--- src/rtl/motoro3_step_sequencer.sv ---
// Step timing source for the motoro3 PWM generator: step counter, strobes,
// commutation index, run/stop sequencing. Optional macro: MOTORO3_STEP_COUNT_EN
// Ports: clk, rst (sync, active-high), m3r_runEn, m3r_stepPeriod,
//   m3r_pwmLENwant in; m3cnt, m3cntFirst1/2, m3cntLast2/1, sgStep,
//   pwmActive1, pwmLastStep1, pwmLENpos out (+ m3stepTotal with macro).
module motoro3_step_sequencer #(
  parameter int CNT_W      = 25,
  parameter int LEN_W      = 16,
  parameter int STEP_NUM   = 12,
  parameter int PERIOD_MIN = 4
) (
  input  logic             clk,
  input  logic             rst,
  input  logic             m3r_runEn,
  input  logic [CNT_W-1:0] m3r_stepPeriod,
  input  logic [LEN_W-1:0] m3r_pwmLENwant,
  output logic [CNT_W-1:0] m3cnt,
  output logic             m3cntFirst1,
  output logic             m3cntFirst2,
  output logic             m3cntLast2,
  output logic             m3cntLast1,
  output logic [3:0]       sgStep,
  output logic             pwmActive1,
  output logic             pwmLastStep1,
  output logic [LEN_W-1:0] pwmLENpos
`ifdef MOTORO3_STEP_COUNT_EN
  ,
  output logic [15:0]      m3stepTotal
`endif
);

  typedef enum logic [1:0] {
    S_IDLE,
    S_ARM,
    S_RUN
  } state_t;

  localparam logic [3:0] STEP_LAST = 4'(STEP_NUM - 1);
  localparam logic [3:0] STEP_HALF = 4'(STEP_NUM / 2);
  localparam logic [CNT_W-1:0] PMIN = CNT_W'(PERIOD_MIN);

  state_t           state_q, state_d;
  logic [CNT_W-1:0] cnt_q, cnt_d;
  logic [CNT_W-1:0] period_q, period_d;
  logic [LEN_W-1:0] len_q, len_d;
  logic [3:0]       step_q, step_d;
  logic [3:0]       step_nx;
  logic             stop_q, stop_d;
  logic             half_q, half_d;
  logic             act_q, act_d;
  logic             f1_q, f1_d;
  logic             f2_q, f2_d;
  logic             l2_q, l2_d;
  logic             l1_q, l1_d;
  logic [CNT_W-1:0] clamp;
`ifdef MOTORO3_STEP_COUNT_EN
  logic [15:0]      tot_q, tot_d;
`endif

  assign clamp = (m3r_stepPeriod < PMIN) ? PMIN : m3r_stepPeriod;

  always_comb begin
    state_d  = state_q;
    cnt_d    = cnt_q;
    period_d = period_q;
    len_d    = len_q;
    step_d   = step_q;
    stop_d   = stop_q;
    half_d   = half_q;
    act_d    = 1'b0;
    step_nx  = (step_q == STEP_LAST) ? 4'd0 : step_q + 4'd1;
`ifdef MOTORO3_STEP_COUNT_EN
    tot_d    = tot_q;
`endif
    unique case (state_q)
      S_IDLE: begin
        cnt_d  = '0;
        step_d = '0;
        stop_d = 1'b0;
        half_d = 1'b0;
        if (m3r_runEn) state_d = S_ARM;
      end
      S_ARM: begin
        period_d = clamp;
        len_d    = m3r_pwmLENwant;
        cnt_d    = '0;
        step_d   = '0;
        act_d    = 1'b1;
        state_d  = S_RUN;
`ifdef MOTORO3_STEP_COUNT_EN
        tot_d    = '0;
`endif
      end
      S_RUN: begin
        act_d = 1'b1;
        if (!m3r_runEn) stop_d = 1'b1;
        else if (!half_q) stop_d = 1'b0;
        if (cnt_q == period_q - CNT_W'(1)) begin
          cnt_d    = '0;
          step_d   = step_nx;
          period_d = clamp;
          len_d    = m3r_pwmLENwant;
`ifdef MOTORO3_STEP_COUNT_EN
          tot_d    = tot_q + 16'd1;
`endif
          // final half drained: drop straight to idle values
          if (half_q && (step_q == STEP_HALF - 4'd1 ||
                         step_q == STEP_LAST)) begin
            state_d = S_IDLE;
            half_d  = 1'b0;
            stop_d  = 1'b0;
            act_d   = 1'b0;
            step_d  = '0;
          end else if (stop_q && (step_nx == 4'd0 ||
                                  step_nx == STEP_HALF)) begin
            half_d = 1'b1;
            stop_d = 1'b0;
          end
        end else begin
          cnt_d = cnt_q + CNT_W'(1);
        end
      end
      default: state_d = S_IDLE;
    endcase
    // decode strobes from next count so they align with m3cnt
    f1_d = act_d && (cnt_d == '0);
    f2_d = act_d && (cnt_d == CNT_W'(1));
    l2_d = act_d && (cnt_d == period_d - CNT_W'(2));
    l1_d = act_d && (cnt_d == period_d - CNT_W'(1));
  end

  always_ff @(posedge clk) begin
    if (rst) begin
      state_q  <= S_IDLE;
      cnt_q    <= '0;
      period_q <= PMIN;
      len_q    <= '0;
      step_q   <= '0;
      stop_q   <= 1'b0;
      half_q   <= 1'b0;
      act_q    <= 1'b0;
      f1_q     <= 1'b0;
      f2_q     <= 1'b0;
      l2_q     <= 1'b0;
      l1_q     <= 1'b0;
`ifdef MOTORO3_STEP_COUNT_EN
      tot_q    <= '0;
`endif
    end else begin
      state_q  <= state_d;
      cnt_q    <= cnt_d;
      period_q <= period_d;
      len_q    <= len_d;
      step_q   <= step_d;
      stop_q   <= stop_d;
      half_q   <= half_d;
      act_q    <= act_d;
      f1_q     <= f1_d;
      f2_q     <= f2_d;
      l2_q     <= l2_d;
      l1_q     <= l1_d;
`ifdef MOTORO3_STEP_COUNT_EN
      tot_q    <= tot_d;
`endif
    end
  end

  assign m3cnt        = cnt_q;
  assign m3cntFirst1  = f1_q;
  assign m3cntFirst2  = f2_q;
  assign m3cntLast2   = l2_q;
  assign m3cntLast1   = l1_q;
  assign sgStep       = step_q;
  assign pwmActive1   = act_q;
  assign pwmLastStep1 = half_q;
  assign pwmLENpos    = len_q;
`ifdef MOTORO3_STEP_COUNT_EN
  assign m3stepTotal  = tot_q;
`endif

endmodule
--- config.mk ---
export PLATFORM = sky130hd
export DESIGN_NAME = motoro3_step_sequencer
export DESIGN_NICKNAME = d
export VERILOG_FILES = /design/src/rtl/motoro3_step_sequencer.sv
export SDC_FILE = /design/constraint.sdc
export NUM_CORES = 1
export LEC_CHECK = 0
export CAP_MARGIN = 0
export CORE_AREA = 5 5 130 157
export CTS_CLUSTER_SIZE = 40
export DETAILED_ROUTE_END_ITERATION = 10
export DIE_AREA = 0 0 135 162
export PLACE_DENSITY = 0.65
export SETUP_SLACK_MARGIN = 0.3
export SLEW_MARGIN = 20
export SYNTH_ARGS = -nofsm -noshare
export SYNTH_HDL_FRONTEND = slang
export SYNTH_SLANG_ARGS = --single-unit
--- constraint.sdc ---
create_clock -name clk -period 7 [get_ports clk]
set_clock_uncertainty 0.2 [all_clocks]
set_input_delay 2.1 -clock clk [delete_from_list [all_inputs] [get_ports clk]]
set_output_delay 2.1 -clock clk [all_outputs]
set_load 0.05 [all_outputs]
Word level (Yosys, flattened, before mapping)
Cells that the tools add are included.
{ "word_totals": {"wordCells": 78, "output_inout_bits": 51, "in_bits": 44, "register_bits": 79} }
{ "classes": {"n_eq_ne": 13, "muxes": 28, "n_lt_le_gt_ge": 1, "n_reduce_logical": 19, "addsub": 5} }
{ "op_table": {"columns": ["operator", "count"], "rows": [
  ["$pmux 25 s2", 2],
  ["$eq 25x25->1", 3],
  ["$mux 25", 3],
  ["$sub 25x1->25 const B", 2],
  ["$pmux 16 s2", 1],
  ["$add 25x1->25 const B", 1],
  ["$eq 25x1->1 const B", 1],
  ["$logic_not 25->1", 1],
  ["$lt 25x3->1 const B", 1],
  ["$sub 25x2->25 const B", 1],
  ["$mux 16", 1],
  ["$mux 4", 3],
  ["$mux 1", 10],
  ["$eq 4x3->1 const B", 2],
  ["$pmux 4 s2", 1],
  ["$logic_and 1x1->1", 6],
  ["$mux 2", 3],
  ["$ne 2x2->1 const B", 3],
  ["$pmux 1 s2", 3],
  ["$pmux 2 s3", 1],
  ["$reduce_and 3->1", 2],
  ["$reduce_bool 2->1", 3],
  ["$add 4x1->4 const B", 1],
  ["$eq 4x4->1 const B", 1],
  ["other kinds (8)", 10]
]} }

Logic depth before layout (Yosys ltp)
Gate-level depths: netlist of run 1.
{ "depth": {"ltp_word": 9, "mapped_depth": 22, "ltp_nobuf": 19} }

Worst setup path before layout of run 1
Ideal clock, no wire load.
{ "synth_timing": {"kind": "in2reg", "start": "input m3r_stepPeriod[11]", "end": "register l2_q, in the netlist m3cntLast2", "t_arrival_ps": 6434, "cell_stages": 18, "setup_slack_ps": 279, "setup_time_ps": 87, "required_time_ps": 6713, "cell_sequence": "or3_1 or4_1 or3_1 nor2_1 nor2_1 nor4b_1 a21o_1 clkbuf_1 clkbuf_1 a22oi_1 ha_1 nand3_1 mux2i_1 nand2_1 or3_1 a32oi_1 nand4_1 nor4b_2"} }
{ "synth_via": {"elab_chain_cells": 7} }
{ "synth_lines": {"columns": ["item", "line_no", "rtl"], "rows": [
  ["start, declared", "15", "input logic [CNT_W-1:0] m3r_stepPeriod,"],
  ["$lt 25x3->1", "60", "assign clamp = (m3r_stepPeriod < PMIN) ? PMIN : m3r_stepPeriod;"],
  ["$mux 25 (*)", "60", null],
  ["$mux 25", "98", "if (cnt_q == period_q - CNT_W'(1)) begin"],
  ["$pmux 25 s2 (*)", "75", "unique case (state_q)"],
  ["$sub 25x2->25 (*)", "128", "l2_d = act_d && (cnt_d == period_d - CNT_W'(2));"],
  ["$eq 25x25->1 (*)", "128", null],
  ["$logic_and 1x1->1 (*)", "128", null],
  ["end signal, assigned", "160", "l2_q <= l2_d;"],
  ["end, declared", "53", "logic l2_q, l2_d;"]
]} }
Mark *: on every way between the ends. The rest lies on a longest branch, timed or not.
A chain may end at the register's enable or synchronous reset.

Final worst setup path of run 1
{ "layout_timing": {"start": "input m3r_stepPeriod[10]", "end": "register l2_q, in the netlist m3cntLast2"} }
Same word-level chain as after synthesis.

==> results.sh, run 1 <==
export IMPL_die_width_um=135
export IMPL_power_mw=1.999
export IMPL_worst_setup_path_end_kind="flip-flop"
export IMPL_finalSetupViolations=0
export IMPL_start_util_pct=34.49
export IMPL_syn_area_per_cell_sq_um=7.693
export IMPL_synth_edf_count=0
export IMPL_clk_latency_ns=0.36
export IMPL_rows=55
export IMPL_min_period_over_period_pct=92.63
export IMPL_crit_chain="clkdlybuf4s50_1, or3_1, or4_4, or3_1, nor2_2, nor2_1, nor4b_1, a21o_1, a22oi_2, ha_2, nand3_1, mux2i_4, nand2_2, or3_1, a32oi_1, nand4_1, nor4b_2"
export IMPL_first_global_vias=6410
export IMPL_hpwlAfterDp_mm=18.19
export IMPL_ys_top_cells_by_area="dfxtp_1 25%, nor2_1 8.1%, xnor2_1 6.9%"
export IMPL_cts_root_buf="clkbuf_16"
export IMPL_status="complete, no violations"
export IMPL_synth_seq_cells=79
export IMPL_vias=6708
export IMPL_grtUsageTotal_pct=20.88
export IMPL_path_clk_slew_ns=0.07
export IMPL_cp_slowest_cell="or4_4"
export IMPL_switching_power_uw=850.5
export IMPL_cts_buffers_inserted=9
export IMPL_final_common_cell="nor2_1"
export IMPL_p_int_mw=1.148
export IMPL_fillCellCount=1940
export IMPL_dr_pass1_iters=5
export IMPL_p_leak_nw=2.967
export IMPL_final_cell_mix="138 x nor2_1, 93 x clkdlybuf4s50_1, 79 x dfxtp_1"
export IMPL_cts_tree="yes"
export IMPL_drt_iter0_markers=501
export IMPL_yosysWarnings=0
export IMPL_synth_top_area_share_pct=24.59
export IMPL_slew_viol_final=0
export IMPL_numClockSinks=79
export IMPL_worstPathArrival_ns=6.56
export IMPL_required_ns=7.07
export IMPL_finalCriticalPeriod_ns=6.484
export IMPL_crit_fanout=8
export IMPL_hold_viol=0
export IMPL_synth_seq_area_share_pct=24.59
export IMPL_async_flop_share_pct=0
export IMPL_timing_hold_ws_ns=0.2953
export IMPL_crit_top_cell="or3_1"
export IMPL_path_buf_inv=1
export IMPL_fmaxAchievable_ghz=0.1542
export IMPL_comb_power_share_pct=48.9
export IMPL_coreArea_sq_um=18650
export IMPL_worstSetupPathType="in2reg"
export IMPL_nets=967
export IMPL_cts_max_level=3
export IMPL_worstSetupStartpointType="input port"
export IMPL_power_frac_seq_pct=25.7
export IMPL_hold_class="reg2reg"
export IMPL_clk_path_buf_depth=2
export IMPL_die_area_sq_um=21870
export IMPL_p_sw_share_pct=42.55
export IMPL_synthFlopType="dfxtp_1"
export IMPL_crit_family="simple AND/OR/NAND/NOR gates"
export IMPL_vias_per_cell=5.719
export IMPL_syn_inst=836
export IMPL_rsz0062_at_grt="false"
export IMPL_maxSlewHeadroom_pct=44.40
export IMPL_clkPwrFrac_pct=25.4
export IMPL_synth_area_sq_um=6431
export IMPL_io_pins=95
export IMPL_gp_congestion=0.9722
export IMPL_dieHeight_um=162
export IMPL_ant_nets=0
export IMPL_io_buffers=94
export IMPL_grt_ovfl_total=0
export IMPL_drc=0
export IMPL_post_drt_wl_per_cell_um=19.70
export IMPL_syn_nets=891
export IMPL_grt_antenna_before_repair=0
export IMPL_yosysTopAreaCell="dfxtp_1"
export IMPL_maxCapViolations=0
export IMPL_routed_wl_mm=23.11
export IMPL_worst_pin_slew_ns=0.8301
export IMPL_grt_max_degree=38
export IMPL_vdd_drop_max_mv=0.1685
export IMPL_drive_gt1_share_pct=9.051
export IMPL_grt_pass1_wl_mm=35.86
export IMPL_diodes=0
export IMPL_cp_slowest_stage_delay_ns=0.46
export IMPL_power_density_nw_per_um2=250.8
export IMPL_area_growth_pct=23.95
export IMPL_synth_cell_types=85
## power groups by stage
stage	Combinational (mW)	Clock [mW]	Sequential, mW
after floorplan	0.659	0	0.547
after global placement	0.927	0	0.521
after detailed placement	0.928	0	0.522
after CTS	0.938	0.517	0.512
after global routing	1.05	0.539	0.517
final	0.978	0.507	0.513
## worst paths after layout
| check | slack [ns] | start | depth (start not counted) | to |
|---|---|---|---|---|
| max reg2reg | 1.24 | period_q[0] | 18 | m3cntLast2 |
| max | 0.52 | m3r_stepPeriod[10] | 17 | m3cntLast2 |
| min | 0.30 | pwmLENpos[1] | 2 | pwmLENpos[1] |
| min reg2reg | 0.30 | pwmLENpos[1] | 2 | pwmLENpos[1] |
## metrics by stage
step           setup TNS (ns)  worst slack (ns)  cell area, sq um  util, %  std cells
2_1_floorplan               0            0.3609              6435        -        836
3_3_place_gp        -0.003770         -0.003770              7592    40.71       1154
3_5_place_dp          -0.1270           -0.1212              7592    40.71       1154
4_1_cts                     0            0.3394              7908    42.40       1170
5_1_grt                     0            0.3004              7971    42.74       1173
6_report                    0            0.5157              7971    42.74       1173
## synth_stat cells, types with 5 or more instances
cell / n
a31oi_1: 8
o21ai_0: 26
nor2_1: 139
nand2_1: 52
clkbuf_1: 36
a32oi_1: 5
a22oi_1: 21
nor3_1: 27
and3_1: 17
xor2_1: 34
ha_1: 11
o22ai_1: 5
and4_1: 7
or3_1: 11
a21oi_1: 25
xnor2_1: 51
dfxtp_1: 79
nand2b_1: 10
inv_1: 24
o22a_1: 7
o211ai_1: 14
nor4_1: 14
buf_2: 7
mux2i_1: 27
nand3_1: 27
nand4b_1: 7
nand4_1: 21
and2_1: 6
or2_2: 8
o21a_1: 5
## final cells by class
cell class	count	area [sq um]	share of cell area, %
flip-flops and latches	79	1582	19.84
clock inverters	7	81.33	1.020
inverters	25	93.84	1.177
repair buffers	112	1071	13.44
clock buffers	9	225.2	2.825
multi-input cells	685	4598	57.68
well taps	256	320.3	4.018
## sequential cells by signal, indices dropped and copies added (netlist names)
signal	count
m3cnt	25
period_q	25
pwmLENpos	16
sgStep	4
state_q	2
m3cntFirst1	1
m3cntFirst2	1
m3cntLast1	1
m3cntLast2	1
pwmActive1	1
pwmLastStep1	1
stop_q	1
## worst min-delay path, stage by stage (launching register included)
cell and delay [ns]:
dfxtp_1 0.33, mux2i_1 0.07, nor2_1 0.07
## metal layers
layer | track usage, % | up-vias | routed length [um]
met4 | 13.20 | 0 | 1435
met2 | 33.77 | 326 | 10570
li1 | - | 3191 | -
met5 | 0 | - | 0
met1 | 25.46 | 3121 | 9407
met3 | 3.872 | 70 | 1697
## what timing repair did
item / 4_1_cts / 5_1_grt
setup buffers: 0 / 3
resized for setup: 1 / 10
hold buffers: 0 / 0
pin swaps: 0 / 1
endpoints found under the setup margin: 1 / 2
## kinds of logic (layout without fill, tap and decap cells)
family,after synthesis,in the layout,share of synthesized area (%)
XOR/XNOR,89,89,12.90
AND/OR/NAND/NOR,384,384,31.52
AO/OA/AOI/OAI,171,171,19.32
multiplexers,30,30,4.728
flip-flops,79,79,24.59
buffers and inverters,72,153,4.805
adder cells (fa/ha/maj),11,11,2.140
Note: power is estimated with default switching activity, not from simulation.
==> run 2, diff against run 1 <==
--- a/config.mk
+++ b/config.mk
@@ -5,7 +5,6 @@
 export SDC_FILE = /design/constraint.sdc
 export NUM_CORES = 1
 export LEC_CHECK = 0
-export CAP_MARGIN = 0
 export CORE_AREA = 5 5 130 157
 export CTS_CLUSTER_SIZE = 40
 export DETAILED_ROUTE_END_ITERATION = 10
==> results of run 2 <==
The final DEF is identical to that of run 1; final timing and power are the same.
